--- src/rtl/mem_access_unit_pkg.sv ---
// Shared encodings for the memory-access stage: bus op codes, RISC-V
// load/store size codes, FSM state encoding and the alignment rule.
package mem_access_unit_pkg;

    localparam logic [1:0] MEMOP_NONE  = 2'b00;
    localparam logic [1:0] MEMOP_LOAD  = 2'b01;
    localparam logic [1:0] MEMOP_STORE = 2'b10;

    localparam logic [2:0] F3_LB  = 3'b000;
    localparam logic [2:0] F3_LH  = 3'b001;
    localparam logic [2:0] F3_LW  = 3'b010;
    localparam logic [2:0] F3_LBU = 3'b100;
    localparam logic [2:0] F3_LHU = 3'b101;
    localparam logic [2:0] F3_SB  = 3'b000;
    localparam logic [2:0] F3_SH  = 3'b001;
    localparam logic [2:0] F3_SW  = 3'b010;

    typedef enum logic [1:0] {
        ST_IDLE = 2'b00,
        ST_BUS  = 2'b01,
        ST_WB   = 2'b10
    } state_e;

    // Legal when the size code exists for this direction and the address
    // is naturally aligned for that size. Unsigned variants exist only for loads.
    function automatic logic access_ok(input logic is_store, input logic [2:0] f3,
                                       input logic [1:0] a);
        logic ok;
        ok = 1'b0;
        case (f3)
            F3_LB:   ok = 1'b1;
            F3_LH:   ok = ~a[0];
            F3_LW:   ok = (a == 2'b00);
            F3_LBU:  ok = ~is_store;
            F3_LHU:  ok = ~is_store & ~a[0];
            default: ok = 1'b0;
        endcase
        return ok;
    endfunction

endpackage

--- src/rtl/mem_access_unit_load_align.sv ---
// Combinational load lane extraction with sign/zero extension.
module load_align
    import mem_access_unit_pkg::*;
#(
    parameter int XLEN = 32
) (
    input  logic [31:0]     rdata,
    input  logic [1:0]      addr,
    input  logic [2:0]      funct3,
    output logic [XLEN-1:0] load_val
);

    logic [31:0]       lane;
    logic signed [7:0]  lane_b;
    logic signed [15:0] lane_h;

    // Shift the addressed byte lane down to bit 0, then extend by size code.
    always_comb begin
        lane   = rdata >> {addr, 3'b000};
        lane_b = lane[7:0];
        lane_h = lane[15:0];
        case (funct3)
            F3_LB:   load_val = XLEN'(lane_b);
            F3_LH:   load_val = XLEN'(lane_h);
            F3_LBU:  load_val = XLEN'(lane[7:0]);
            F3_LHU:  load_val = XLEN'(lane[15:0]);
            default: load_val = XLEN'(lane);
        endcase
    end

endmodule

--- src/rtl/mem_access_unit.sv ---
// Memory-access stage: accepts one op at a time from execute, runs a single
// outstanding bus transaction for loads/stores and emits a registered
// writeback record. All outputs come straight from flops.
module mem_access_unit
    import mem_access_unit_pkg::*;
#(
    parameter int XLEN = 32
) (
    input  logic            clk,
    input  logic            rst,
    input  logic            exec_valid,
    output logic            exec_ready,
    input  logic [XLEN-1:0] aluout,
    input  logic [XLEN-1:0] rs2data,
    input  logic [1:0]      mem_op,
    input  logic [2:0]      funct3,
    input  logic [4:0]      rd_addr,
    output logic            dbus_req,
    output logic            dbus_we,
    output logic [XLEN-1:0] dbus_addr,
    output logic [31:0]     dbus_wdata,
    output logic [3:0]      dbus_be,
    input  logic            dbus_ack,
    input  logic [31:0]     dbus_rdata,
    output logic            wb_valid,
    output logic            wb_we,
    output logic [4:0]      wb_rd,
    output logic [XLEN-1:0] wb_data,
    output logic            mem_exc
);

    state_e          state_q, state_d;
    logic            exec_ready_q, exec_ready_d;
    logic            dbus_req_q, dbus_req_d;
    logic            dbus_we_q, dbus_we_d;
    logic [XLEN-1:0] dbus_addr_q, dbus_addr_d;
    logic [31:0]     dbus_wdata_q, dbus_wdata_d;
    logic [3:0]      dbus_be_q, dbus_be_d;
    logic            wb_valid_q, wb_valid_d;
    logic            wb_we_q, wb_we_d;
    logic [4:0]      wb_rd_q, wb_rd_d;
    logic [XLEN-1:0] wb_data_q, wb_data_d;
    logic            mem_exc_q, mem_exc_d;
    logic [2:0]      funct3_q, funct3_d;
    logic [1:0]      addr_lo_q, addr_lo_d;
    logic [4:0]      rd_q, rd_d;
    logic [XLEN-1:0] load_val;
    logic            is_load, is_store;

    function automatic logic [3:0] lane_be(input logic [2:0] f3, input logic [1:0] a);
        case (f3[1:0])
            2'b00:   return 4'b0001 << a;
            2'b01:   return a[1] ? 4'b1100 : 4'b0011;
            default: return 4'b1111;
        endcase
    endfunction

    function automatic logic [31:0] lane_wdata(input logic [2:0] f3, input logic [31:0] d);
        case (f3[1:0])
            2'b00:   return {4{d[7:0]}};
            2'b01:   return {2{d[15:0]}};
            default: return d;
        endcase
    endfunction

    load_align #(.XLEN(XLEN)) u_load_align (
        .rdata    (dbus_rdata),
        .addr     (addr_lo_q),
        .funct3   (funct3_q),
        .load_val (load_val)
    );

    // Next-state and next-output computation for the IDLE/BUS/WB sequence.
    always_comb begin
        state_d      = state_q;
        exec_ready_d = exec_ready_q;
        dbus_req_d   = dbus_req_q;
        dbus_we_d    = dbus_we_q;
        dbus_addr_d  = dbus_addr_q;
        dbus_wdata_d = dbus_wdata_q;
        dbus_be_d    = dbus_be_q;
        wb_valid_d   = 1'b0;
        wb_we_d      = wb_we_q;
        wb_rd_d      = wb_rd_q;
        wb_data_d    = wb_data_q;
        mem_exc_d    = 1'b0;
        funct3_d     = funct3_q;
        addr_lo_d    = addr_lo_q;
        rd_d         = rd_q;
        is_load      = (mem_op == MEMOP_LOAD);
        is_store     = (mem_op == MEMOP_STORE);

        case (state_q)
            ST_IDLE: begin
                if (exec_valid && exec_ready_q) begin
                    funct3_d     = funct3;
                    addr_lo_d    = aluout[1:0];
                    rd_d         = rd_addr;
                    wb_rd_d      = rd_addr;
                    exec_ready_d = 1'b0;
                    if (!is_load && !is_store) begin
                        state_d    = ST_WB;
                        wb_valid_d = 1'b1;
                        wb_we_d    = (rd_addr != 5'd0);
                        wb_data_d  = aluout;
                    end else if (!access_ok(is_store, funct3, aluout[1:0])) begin
                        // Faults retire without touching the bus or the register file.
                        state_d    = ST_WB;
                        wb_valid_d = 1'b1;
                        wb_we_d    = 1'b0;
                        mem_exc_d  = 1'b1;
                    end else begin
                        state_d      = ST_BUS;
                        dbus_req_d   = 1'b1;
                        dbus_we_d    = is_store;
                        dbus_addr_d  = {aluout[XLEN-1:2], 2'b00};
                        dbus_be_d    = lane_be(funct3, aluout[1:0]);
                        dbus_wdata_d = is_store ? lane_wdata(funct3, rs2data[31:0]) : 32'd0;
                    end
                end
            end
            ST_BUS: begin
                // Request fields stay frozen until the ack cycle.
                if (dbus_ack) begin
                    state_d    = ST_WB;
                    dbus_req_d = 1'b0;
                    wb_valid_d = 1'b1;
                    if (dbus_we_q) begin
                        wb_we_d = 1'b0;
                    end else begin
                        wb_we_d   = (rd_q != 5'd0);
                        wb_data_d = load_val;
                    end
                end
            end
            ST_WB: begin
                state_d      = ST_IDLE;
                exec_ready_d = 1'b1;
                wb_we_d      = 1'b0;
            end
            default: begin
                state_d      = ST_IDLE;
                exec_ready_d = 1'b1;
                dbus_req_d   = 1'b0;
            end
        endcase
    end

    // State and registered outputs; reset abandons any outstanding request.
    always_ff @(posedge clk) begin
        if (rst) begin
            state_q      <= ST_IDLE;
            exec_ready_q <= 1'b1;
            dbus_req_q   <= 1'b0;
            dbus_we_q    <= 1'b0;
            dbus_addr_q  <= '0;
            dbus_wdata_q <= '0;
            dbus_be_q    <= '0;
            wb_valid_q   <= 1'b0;
            wb_we_q      <= 1'b0;
            wb_rd_q      <= '0;
            wb_data_q    <= '0;
            mem_exc_q    <= 1'b0;
            funct3_q     <= '0;
            addr_lo_q    <= '0;
            rd_q         <= '0;
        end else begin
            state_q      <= state_d;
            exec_ready_q <= exec_ready_d;
            dbus_req_q   <= dbus_req_d;
            dbus_we_q    <= dbus_we_d;
            dbus_addr_q  <= dbus_addr_d;
            dbus_wdata_q <= dbus_wdata_d;
            dbus_be_q    <= dbus_be_d;
            wb_valid_q   <= wb_valid_d;
            wb_we_q      <= wb_we_d;
            wb_rd_q      <= wb_rd_d;
            wb_data_q    <= wb_data_d;
            mem_exc_q    <= mem_exc_d;
            funct3_q     <= funct3_d;
            addr_lo_q    <= addr_lo_d;
            rd_q         <= rd_d;
        end
    end

    assign exec_ready = exec_ready_q;
    assign dbus_req   = dbus_req_q;
    assign dbus_we    = dbus_we_q;
    assign dbus_addr  = dbus_addr_q;
    assign dbus_wdata = dbus_wdata_q;
    assign dbus_be    = dbus_be_q;
    assign wb_valid   = wb_valid_q;
    assign wb_we      = wb_we_q;
    assign wb_rd      = wb_rd_q;
    assign wb_data    = wb_data_q;
    assign mem_exc    = mem_exc_q;

endmodule

--- config.mk ---
export PLATFORM = sky130hd
export DESIGN_NAME = mem_access_unit
export DESIGN_NICKNAME = d
export VERILOG_FILES = /design/src/rtl/mem_access_unit_pkg.sv /design/src/rtl/mem_access_unit_load_align.sv /design/src/rtl/mem_access_unit.sv
export SDC_FILE = /design/constraint.sdc
export NUM_CORES = 1
export LEC_CHECK = 0
export CORE_MARGIN = 4
export CORE_UTILIZATION = 40
export DETAILED_ROUTE_END_ITERATION = 6
export PLACE_DENSITY = 0.76
export SYNTH_ARGS = -nofsm -noshare
export SYNTH_HDL_FRONTEND = slang
export SYNTH_HIERARCHICAL = 1
export SYNTH_SLANG_ARGS = --single-unit
--- constraint.sdc ---
create_clock -name clk -period 2.27 [get_ports clk]
set_input_delay 0.454 -clock clk [delete_from_list [all_inputs] [get_ports clk]]
set_output_delay 0.454 -clock clk [all_outputs]
set_load 0.01 [all_outputs]
=== Word-level counts from Yosys, hierarchy flattened ===
Cells that the tools add are included.

* Bits in registers: 116
* Bits of input ports: 110
* Output and inout bits: 111
* Word-level logic and storage cells: 101

* Equal/unequal tests: 19
* Shifts and indexed selects: 2
* Muxes and demuxes: 37
* Bitwise logic cells: 8
* Reduce and logical (&&, ||, !) cells: 21

{| class="wikitable"
|+ Operators with widths
! operator !! number
|-
| 32-bit two-way mux || 5
|-
| 32-bit one-hot mux with 2 select lines || 2
|-
| 32-bit one-hot mux with 4 select lines || 1
|-
| 32-bit by 5-bit >> shifter with 32-bit output || 1
|-
| 1-bit two-way mux || 17
|-
| 3-bit equality test, second input constant || 4
|-
| 2-bit != test, second input constant || 6
|-
| 5-bit AND reduction || 2
|-
| 5-bit nonzero test || 2
|-
| 2-bit two-way mux || 4
|-
| 4-bit one-hot mux with 2 select lines || 1
|-
| 4-bit AND reduction || 2
|-
| 1-bit inverter || 7
|-
| 2-bit by 1-bit equality test with 1-bit output, second input constant || 3
|-
| 3-bit by 1-bit equality test with 1-bit output, second input constant || 2
|-
| 2-bit zero test || 3
|-
| 3-bit zero test || 2
|-
| 1-bit one-hot mux with 3 select lines || 2
|-
| 2-bit AND reduction || 3
|-
| 1-bit one-hot mux with 5 select lines || 1
|-
| 2-bit equality test, second input constant || 2
|-
| 4-bit two-way mux || 1
|-
| 1-bit one-hot mux with 2 select lines || 2
|-
| 2-bit one-hot mux with 2 select lines || 1
|-
| 9 further kinds || 11
|}

=== Longest topological paths before layout ===
Gate-level depths: netlist (run 1).

* Depth after elaboration: 11
* Gate-level depth with buffers: 9
* Gate-level depth less buffers: 6

=== Cells and area by module ===
Netlist (run 1), hierarchy kept.

{| class="wikitable"
|+ By module, submodules not included
! module !! times used !! cells an instance !! area each (um^2) !! sequential area each (um^2)
|-
| mem_access_unit || 1 || 587 || 4961.0 || 2322.2
|-
| load_align || 1 || 107 || 694.4 || 0.0
|}

=== Worst setup path after synthesis (run 1) ===
Ideal clock, no wire load.

* Kind: input port to flip-flop
* Start: input port mem_op[0]
* End: register dbus_addr_q[24] (netlist: dbus_addr[24])
* Library setup time: 132 ps
* Data arrival time: 2018 ps
* Data required time: 2138 ps
* Path slack: 119 ps
* Stages on the path: 9
* Buffers on the path: 3
* Cells stage by stage: inv_1 ha_1 clkbuf_1 a221o_1 a211o_1 clkbuf_1 clkbuf_1 nand2_1 a21oi_1

* Cells in the longest elaborated chain, start to end: 8
* Elaborated cells on any way between the ends: 13
* Those cells by class: eq/ne: 2; mux: 4; bitwise: 3; reduce/logical: 4

{| class="wikitable"
|+ RTL lines
! what !! line !! RTL
|-
| start, declared || mem_access_unit.sv:15 || <nowiki>input logic [1:0] mem_op,</nowiki>
|-
| 2-bit equality test (*) || mem_access_unit.sv:91 || <nowiki>is_store = (mem_op == MEMOP_STORE);</nowiki>
|-
| net is_store || mem_access_unit.sv:48 || <nowiki>logic is_load, is_store;</nowiki>
|-
| 1-bit inverter || mem_access_unit_pkg.sv:34, mem_access_unit_pkg.sv:35 ||
|-
| 1-bit AND || mem_access_unit_pkg.sv:35 || <nowiki>F3_LHU: ok = ~is_store & ~a[0];</nowiki>
|-
| 1-bit one-hot mux with 5 select lines || mem_access_unit_pkg.sv:30 || <nowiki>case (f3)</nowiki>
|-
| 1-bit two-way mux || mem_access_unit.sv:101 || <nowiki>if (!is_load && !is_store) begin</nowiki>
|-
| 1-bit two-way mux || mem_access_unit.sv:95 || <nowiki>if (exec_valid && exec_ready_q) begin</nowiki>
|-
| 1-bit two-way mux || mem_access_unit.sv:93 || <nowiki>case (state_q)</nowiki>
|-
| 4-bit AND reduction (no line) (*) || n/a ||
|-
| end signal, assigned || mem_access_unit.sv:172 || <nowiki>dbus_addr_q <= dbus_addr_d;</nowiki>
|-
| end, declared || mem_access_unit.sv:36 || <nowiki>logic [XLEN-1:0] dbus_addr_q, dbus_addr_d;</nowiki>
|}

Mark *: on every way through the listed nets, which the timed path passes. The rest lies on a longest branch. The select of a mux whose other input is x is not followed.
A chain may end at the register's enable or synchronous reset.

=== Final worst setup path (run 1) ===
* Start: input port aluout[1]
* End: register dbus_wdata_q[11] (netlist: dbus_wdata[11])

* Cells in the longest elaborated chain, start to end: 6

{| class="wikitable"
|+ RTL lines
! what !! line !! RTL
|-
| start, declared || mem_access_unit.sv:13 || <nowiki>input logic [XLEN-1:0] aluout,</nowiki>
|-
| 2-bit zero test || mem_access_unit_pkg.sv:33 || <nowiki>F3_LW: ok = (a == 2'b00);</nowiki>
|-
| 1-bit one-hot mux with 5 select lines || mem_access_unit_pkg.sv:30 ||
|-
| 1-bit two-way mux || mem_access_unit.sv:101 ||
|-
| 1-bit two-way mux || mem_access_unit.sv:95 ||
|-
| 1-bit two-way mux || mem_access_unit.sv:93 ||
|-
| 4-bit AND reduction (no line) || n/a ||
|-
| end signal, assigned || mem_access_unit.sv:173 || <nowiki>dbus_wdata_q <= dbus_wdata_d;</nowiki>
|-
| end, declared || mem_access_unit.sv:37 || <nowiki>logic [31:0] dbus_wdata_q, dbus_wdata_d;</nowiki>
|}

Every way passes these cells. The select of a mux whose other input is x is not followed.

==> results of run 1 <==
[final timing paths]
check	endpoint	from	cells past startpoint	slack (ps)
setup reg to reg	dbus_wdata[11]$_SDFFE_PP0P_	state_q[0]$_SDFFE_PP0P_	7	270
hold reg to reg	dbus_wdata[19]$_SDFFE_PP0P_	dbus_wdata[19]$_SDFFE_PP0P_	2	450
hold / removal	dbus_wdata[19]$_SDFFE_PP0P_	dbus_wdata[19]$_SDFFE_PP0P_	2	450
setup / recovery	dbus_wdata[11]$_SDFFE_PP0P_	aluout[1]	6	60
[power groups by stage]
stage               combinational [mW]  sequential, mW  clock [mW]
floorplan                        0.942            2.48           0
global placement                  1.98            2.41           0
detailed placement                2.00            2.42           0
CTS                               2.02            2.38        2.80
global route                      2.19            2.40        2.90
finish                            2.03            2.38        2.77
[sequential cells by signal, summed over array words and instances (netlist names)]
register,cells
exec_ready,1
dbus_we,1
wb_data,32
dbus_wdata,32
addr_lo_q,2
dbus_req,1
rd_q,5
dbus_addr,30
mem_exc,1
wb_we,1
funct3_q,3
state_q,2
wb_valid,1
dbus_be,4
[cell type report]
cell class              instances  area, µm²  area share (%)
clock inverters                 9        125            1.42
clock buffers                  23        488            5.53
well taps                     180        225            2.55
inverters                       9       33.8           0.383
repair buffers                260       2600            29.4
flip-flops and latches        116       2320            26.3
multi-input cells             506       3040            34.4
[synthesized netlist by cell type, types with 10 or more instances]
master    instances  share of area (%)
nand3_1          25                2.2
a21oi_1         119                 11
a211oi_1         48                6.4
mux2_2           16                3.2
dfxtp_1         116                 41
nor2b_1          10                1.1
clkbuf_1         41                2.7
mux2i_1          60                 11
o21ai_0          11               0.97
nor2_1           28                1.9
nand2_1         144                9.6
[metal layers]
| layer | part of all wire, % | wire [µm] |
|---|---|---|
| met1 | 41 | 8250 |
| met2 | 46 | 9200 |
| met3 | 11 | 2190 |
| met4 | 2.7 | 535 |
| met5 | 0 | 0 |
[placed cells by master (no fill, tap or decap), types with 2 or more instances in the layout]
cell type,count
ha_1,3
mux2i_1,60
mux2_2,16
dfxtp_1,116
nand2b_1,3
a21oi_1,118
bufinv_16,3
clkbuf_1,2
clkinv_2,4
clkbuf_16,18
a211oi_1,48
nand2_1,144
a311oi_1,2
buf_12,7
clkinvlp_4,2
nand3_1,25
conb_1,2
nor2b_1,10
inv_1,8
buf_4,35
o21ai_2,2
o21ai_0,11
nor2_1,28
o2111ai_1,9
or4_1,3
clkdlybuf4s50_1,217
clkbuf_8,4
nor3_1,3
[through the flow]
| step | hold slack (ps) | setup slack (ps) | instances | area [µm²] |
|---|---|---|---|---|
| floorplan | 437 | 119 | 695 | 5660 |
| global placement | 438 | -276 | 1068 | 8180 |
| detailed placement | 443 | -315 | 1068 | 8180 |
| CTS | 450 | 106 | 1100 | 8790 |
| global route | 466 | -20.8 | 1103 | 8830 |
| finish | 449 | 62.3 | 1103 | 8830 |
[cell families (layout without fill, tap and decap cells)]
| logic type | after synthesis | count (layout) |
|---|---|---|
| AO/OA/AOI/OAI | 203 | 203 |
| adder cells (fa/ha/maj) | 4 | 4 |
| buffers and inverters | 73 | 301 |
| flip-flops | 116 | 116 |
| multiplexers | 76 | 76 |
| other | 1 | 2 |
| AND/OR/NAND/NOR | 221 | 221 |
[worst max-delay path: cells and delay by family]
| kind | cells | cell delay (ps) |
|---|---|---|
| buffers and inverters | 2 | 780 |
| AOI/OAI and AO/OA | 2 | 550 |
| and+or+nand+nor | 2 | 750 |
==> summary.md, run 1 <==
| Metric | Value |
|---|---|
| Tot Pwr | 7.18 mW |
| Synth Flop Type | dfxtp_1 |
| RSZ-0062 raised after global routing | yes |
| Overall global routing resource usage | 24.4% |
| Clock power share | 38.5% |
| Flop pwr share | 33.1% |
| Peak supply drop | 0.000497 V |
| Combinational Power Share | 28.3% |
| Post-layout util | 63.6% |
| Critical Path Fanout Max | 19 |
| Post-synthesis register bit count | 116 |
| Final setup vio count | 0 |
| Via count | 5,969 |
| Drt wl/cell | 18.3 µm |
| Worst-Skew Late Latency | 410 ps |
| GRT busiest layer | met2 |
| Total die area | 16,100 µm² |
| Asr flop ratio synth | 0% |
| Largest net degree at the start of global routing | 49 |
| EDFF count, synth | 0 |
| Final min period | 2210 ps |
| Worst-Margin Slew | 632 ps |
| H-tree depth | 4 |
| Post-Synth Adder-Cell Area | 0.885% |
| HPWL after DPL | 14.5 mm |
| Final ANT Viol Nets | 0 |
| Hold Crit Class | flip-flop to flip-flop |
| Multiplexer share of the synthesized area | 13.8% |
| Starting density of the core | 40.7% |
| Critical Path, Cell by Cell | clkdlybuf4s50_1 > or4_1 > a211oi_4 > buf_4 > nand3_1 > a21oi_1 |
| Slowest CP cell | or4_1 |
| Fmax | 0.453 GHz |
| Worst slew margin | 57.8% |
| Pre-Repair DR Iteration Count | 4 |
| Iter 0 DRT Violations | 402 |
| Largest stage delay, worst path | 630 ps |
| Clock root buffer | clkbuf_16 |
| First-pass GRT wire length | 31.0 mm |
| Grt met2 use | 38.5% |
| Total of max-cap violations | 0 |
| M3 GR Usage | 8.97% |
| Core area | 13,900 µm² |
| Compound-Gate Fraction of Synth Area | 22.2% |
| Crit end category | flip-flop |
| Die Span X | 127 µm |
| CP startpoint kind | input pin |
| Yosys Warn Count | 6 |
| WL final | 20.2 mm |
| Antenna Cells | 0 |
| Clk pin slew, worst setup/hold paths | 50 ps |
| Simple-gate share of the synthesized area | 16.4% |
| Final hold violations | 0 |
| Arr. time, crit path | 2550 ps |
| Xor/xnor cell area share of the yosys netlist | 0% |
| Die H | 127 µm |
| Clock sink count | 116 |
| Cell row count | 43 |
| Sequential cell area fraction in the yosys report | 41.1% |
| Setup TNS | 0 ps |
| Leakage | 3.09 nW |
| Clock skew | 6.79 ps |
| RePlAce Congestion | 0.856 |
| Switch share | 29.2% |
| Residual DRC count | 0 |
| IO buf count | 218 |
| Status | completed |
| CTS resizes | 0 |
| Pwr per Cell Area | 813 nW/µm² |
| Internal | 5.08 mW |
| Hold buffers post-CTS | 0 |
| Crit Path Category | input pin to flip-flop |
| Layout cells sized above 1 | 10.7% |
| Fin. max-slew vios | 0 |
| Initial antenna violation count | 0 |
| Vias in the first global route | 5,798 |
| Post-Syn Area | 5660 µm² |
| Nets | 1,024 |
| Boundary pin count | 221 |
| Layout area overhead | 56.2% |
| Post-CTS setup buffers | 0 |
| Fin crit share | 97.3% |
| Switching pwr | 2.10 mW |
| Syn avg cell area | 8.15 µm² |
| CP required | 2610 ps |
| Gate Count Post-Synth | 694 |
| GR Layer Usage met1 | 30.4% |
| Clock Tree Buf Depth | 2 |
| Fillcell total | 1,215 |
| Main combinational cell family by area after synthesis | compound AO/OA/AOI/OAI gates |
| Grt total ovfl | 0 |
| TritonCTS clock tree | done |
| Cts bufs inserted | 17 |
| Post-synthesis cell type count | 42 |
| Via-per-instance ratio | 5.41 |
(Power assumes the default switching activity.)
==> run 2, diff against run 1 <==
- GPL_ROUTABILITY_DRIVEN: unset -> 0
==> results of run 2 <==
No change in the layout: final DEF, timing and power equal those of run 1.
==> RTL edit 1: new RTL, flow settings as in run 2 <==
`XLEN` is set to 32 in 2 places; all go to 48.
--- a/src/rtl/mem_access_unit_load_align.sv
+++ b/src/rtl/mem_access_unit_load_align.sv
@@ -2,7 +2,7 @@
 module load_align
     import mem_access_unit_pkg::*;
 #(
-    parameter int XLEN = 32
+    parameter int XLEN = 48
 ) (
     input  logic [31:0]     rdata,
     input  logic [1:0]      addr,
--- a/src/rtl/mem_access_unit.sv
+++ b/src/rtl/mem_access_unit.sv
@@ -4,7 +4,7 @@
 module mem_access_unit
     import mem_access_unit_pkg::*;
 #(
-    parameter int XLEN = 32
+    parameter int XLEN = 48
 ) (
     input  logic            clk,
     input  logic            rst,
Interface: changed (resized aluout, dbus_addr, rs2data and wb_data); port bits go from 221 to 285. The function was not compared with the original's and may differ.
==> RTL edit 1 against run 2 <==
  * Cell area up 19%
  * Sequential cell count up 32
  * Register-to-register slack worse by 70 ps
  * Clock skew about the same
  * Total power up 21%
  * First-iteration DRC count down 7.5%
  * Synthesized area up 22%
  * Worst setup slack better by 63 ps
  * Routed wire length up 13%
==> RTL edit 1: results (changes against run 2) <==
port_buffers: 266  # was 218
grt_max_degree: 75  # was 49
rr_endpoint: "wb_data[15]$_SDFFE_PP0P_"  # was dbus_wdata[11]$_SDFFE_PP0P_
endpoint: "dbus_addr[21]$_SDFFE_PP0P_"  # was dbus_wdata[11]$_SDFFE_PP0P_
hp-start: "dbus_wdata[15]$_SDFFE_PP0P_"  # was dbus_wdata[19]$_SDFFE_PP0P_
synthTopCellsByCount: "dfxtp_1, nand2_1, a21oi_1"  # was nand2_1, a21oi_1, dfxtp_1
p_sw_share_pct: 29.7  # was 29.2%
preCtsSetupSlack_ps: -296  # was -315 ps
synthAdderAreaFrac_pct: 0.726  # was 0.885%
viasPerCell: 5.29  # was 5.41
finClkSkew_ps: 6.91  # was 6.79 ps
drt_first_iter_violations: 372  # was 402
synth_mux_area_share_pct: 13.6  # was 13.8%
place_area_sq_um: 9890  # was 8180 sq um
min_to: "dbus_wdata[15]$_SDFFE_PP0P_"  # was dbus_wdata[19]$_SDFFE_PP0P_
startpoint: "mem_op[0]"  # was aluout[1]
status: "finished, final reports clean"  # unchanged
grt_pass1_wl_um: 36300  # was 31000 um
layout_min_cycle_time_ps: 2150  # was 2210 ps
p_clk_share_pct: 34.3  # was 38.5%
drive_gt1_share_pct: 9.40  # was 10.7%
fill_cells: 1453  # was 1215
syn_to_final_growth_pct: 52.5  # was 56.2%
drt_pass1_iterations: 5  # was 4
synthDistinctLibCells: 46  # was 42
ir_drop_uv: 539  # was 497 uV
ys_seq_area_share_pct: 43.0  # was 41.1%
grt_util_all_layers_pct: 22.9  # was 24.4%
slew_headroom_pct: 47.3  # was 57.8%
grt_pass1_vias: 6574  # was 5798
## RTL edit 1: layout make-up
class	instances	area share (%)
Clock buffer	21	4.38
Clock inverter	9	1.46
Inverter	12	0.429
Multi-Input combinational cell	555	33.3
Sequential cell	148	28.2
Tap cell	220	2.62
Timing Repair Buffer	308	29.6
## RTL edit 1: metal layers
metal / routed length [um] / vias to the layer above / track usage, %
met5: 0 / - / 0
met4: 461 / 0 / 7.11
met3: 1330 / 31 / 5.04
met2: 11100 / 204 / 38.6
met1: 10000 / 3190 / 29.3
li1: - / 3312 / -
## RTL edit 1: stage by stage
step | TNS (ps) | power, mW
2_1_floorplan | 0 | 4.48
3_3_place_gp | -26090 | 5.70
3_5_place_dp | -26960 | 5.74
4_1_cts | 0 | 8.73
5_1_grt | 0 | 9.07
6_report | 0 | 8.65
## RTL edit 1: critical path: stages
cell and delay [ps]:
clkdlybuf4s50_1 450, inv_1 40, ha_1 190, a221o_1 380, a211oi_4 320, buf_4 370, nand2_1 110, a21oi_1 140
==> RTL edit 2: new RTL, config.mk and constraints of run 2 <==
Without the edit above. Reset style: asynchronous (`rst`), changed in one clocked block.
--- a/src/rtl/mem_access_unit.sv
+++ b/src/rtl/mem_access_unit.sv
@@ -147,7 +147,7 @@
     end
 
     // State and registered outputs; reset abandons any outstanding request.
-    always_ff @(posedge clk) begin
+    always_ff @(posedge clk or posedge rst) begin
         if (rst) begin
             state_q      <= ST_IDLE;
             exec_ready_q <= 1'b1;
Behaviour: differs if rst is asserted again (counterexample within 4 cycles, from zero or initial values and one cycle with rst high); with rst held inactive, the same outputs for 4 cycles.
==> RTL edit 2 against run 2 <==
  * Routed wire length decreased by 5.4%
  * Count of clock-buffer cells in the layout is 2 lower
  * Worst hold slack improved by 34 ps
  * Non-clock buffer count shrank 4
  * Synthesized area is 8.6% higher
  * Critical path depth is 2 higher
  * Cell area is 5.0% higher
  * Synthesized cell count shrank 20%
  * Cell count shrank 10%
  * Sequential cell count unchanged
  * Worst setup slack better by 55 ps
Power is not compared: it rests on default switching activity, and its combinational part moved more than twofold at a synthesized area within 25%.
==> RTL edit 2: results (changes against run 2) <==
synthDistinctLibCells: 40  # was 42
ir_drop_uv: 578
clock_latency_ps: 410  # about the same
grt_pass1_vias: 5474  # was 5798
syn_area_per_cell_sq_um: 11.0  # was 8.15 sq um
pwr-share-seq_pct: 30.7
arrival_ps: 2450  # was 2550 ps
min_to: "dbus_wdata[3]$_DFFE_PP0P_"  # was dbus_wdata[19]$_SDFFE_PP0P_
max_slew.worst_pin.slew_ps: 547  # was 632 ps
place_inst: 962  # was 1068
htree_levels: 4  # unchanged
port_buffers: 218  # unchanged
synthAdderAreaFrac_pct: 0.815  # was 0.885%
synthTopCellsByCount: "dfrtp_1, nand2_1, mux2_2"  # was nand2_1, a21oi_1, dfxtp_1
cts_inserted_buffers: 17  # unchanged
preCtsSetupSlack_ps: -267  # was -315 ps
drt_pass1_iterations: 4  # unchanged
hold_ws_ps: 483  # was 449 ps
clockRootBuffer: "clkbuf_16"  # unchanged
grt_util_all_layers_pct: 22.4  # was 24.4%
finClkSkew_ps: 10.5  # was 6.79 ps
rr_endpoint: "wb_data[18]$_DFFE_PP0P_"  # was dbus_wdata[11]$_SDFFE_PP0P_
drt_first_iter_violations: 199  # was 402
clk_path_buf_depth: 2  # unchanged
critPathLaunchType: "flop"  # was primary input
rrSetupSlack_ps: 120  # was 270 ps
ys_seq_area_share_pct: 47.3  # was 41.1%
clkTransAtPathRegs_ps: 50  # about the same
grt_pass1_wl_um: 30600  # was 31000 um
ys_async_sr_fraction_pct: 100  # was 0%
crit_family: "multiplexers"  # was buffers and inverters
drive_gt1_share_pct: 24.5  # was 10.7%
max_stage_delay_ps: 540  # was 630 ps
reg2reg_depth: 8  # was 7
r2r_start: "addr_lo_q[0]$_DFFE_PP0P_"  # was state_q[0]$_SDFFE_PP0P_
hp-start: "dbus_wdata[3]$_DFFE_PP0P_"  # was dbus_wdata[19]$_SDFFE_PP0P_
synth_mux_area_share_pct: 28.3  # was 13.8%
wl_um: 19100  # was 20200 um
internal_power_mw: 7.98
synth_compound_area_share_pct: 9.78  # was 22.2%
status: "finished, final reports clean"  # unchanged
viasPerCell: 5.20  # was 5.41
synth_xor_area_share_pct: 0  # unchanged
final_nets: 907  # was 1024
synth_top_area_share_pct: 46.8  # was 41.1%
critPathSlowestCell: "dfrtp_1"  # was or4_1
place_hpwl_um: 14400  # was 14500 um
hold_class: "reg -> reg"  # unchanged
num_antenna_cells: 0  # unchanged
synthTopCellsByArea: "dfrtp_1, mux2_2, mux2_4, nand2_1, o21ai_0"  # was dfxtp_1, mux2i_1, a21oi_1, nand2_1, a211oi_1
path_max_fanout: 14  # was 19
grt_max_degree: 77  # was 49
wl_per_cell_um: 19.3  # was 18.3 um
[RTL edit 2: cell count changes after synthesis, moves of 8 or more]
cell / delta
dfxtp_1: -116
dfrtp_1: +115
a21oi_1: -107
mux2_2: +74
o21ai_0: +47
nand2_1: -46
a211oi_1: -33
mux2i_1: -32
mux2_4: +28
nand3_1: -24
clkbuf_1: -19
o2111ai_1: -8
[RTL edit 2: area by class of cell]
cell class	count	area, sq um
Fill cell	1208	5870
Sequential cell	116	2900
Tap cell	188	235
Multi-Input combinational cell	393	3010
Clock inverter	6	57.6
Clock buffer	21	470
Timing Repair Buffer	256	2550
Inverter	9	37.5
[RTL edit 2: routing by layer]
layer | part of all wire, % | routed length (um) | up-vias | track usage [%]
met3 | 9.1 | 1730 | 24 | 7.90
met1 | 41 | 7790 | 2484 | 27.3
met5 | 0 | 0 | - | 0
li1 | - | - | 2413 | -
met2 | 48 | 9150 | 219 | 36.9
met4 | 2.3 | 433 | 0 | 7.82
[RTL edit 2: how the worst max path moves through the flow]
stage	end	cells after the start	slack (ps)
2_1_floorplan	wb_data[19]$_DFFE_PP0P_	7	60
3_3_place_gp	dbus_addr[2]$_DFFE_PP0P_	7	-250
3_5_place_dp	dbus_addr[31]$_DFFE_PP0P_	5	-270
4_1_cts	wb_data[18]$_DFFE_PP0P_	8	130
5_1_grt	wb_data[8]$_DFFE_PP0P_	7	20
6_report	wb_data[18]$_DFFE_PP0P_	8	120
[RTL edit 2: stage by stage]
stage          cell area [sq um]  power, mW  util, %  TNS, ps
2_1_floorplan               6150       6.57        -        0
3_3_place_gp                8740       9.40     57.7   -13920
3_5_place_dp                8740       9.58     57.7   -16650
4_1_cts                     9270       12.1     61.2        0
5_1_grt                     9270       12.7     61.2        0
6_report                    9270       12.0     61.2        0
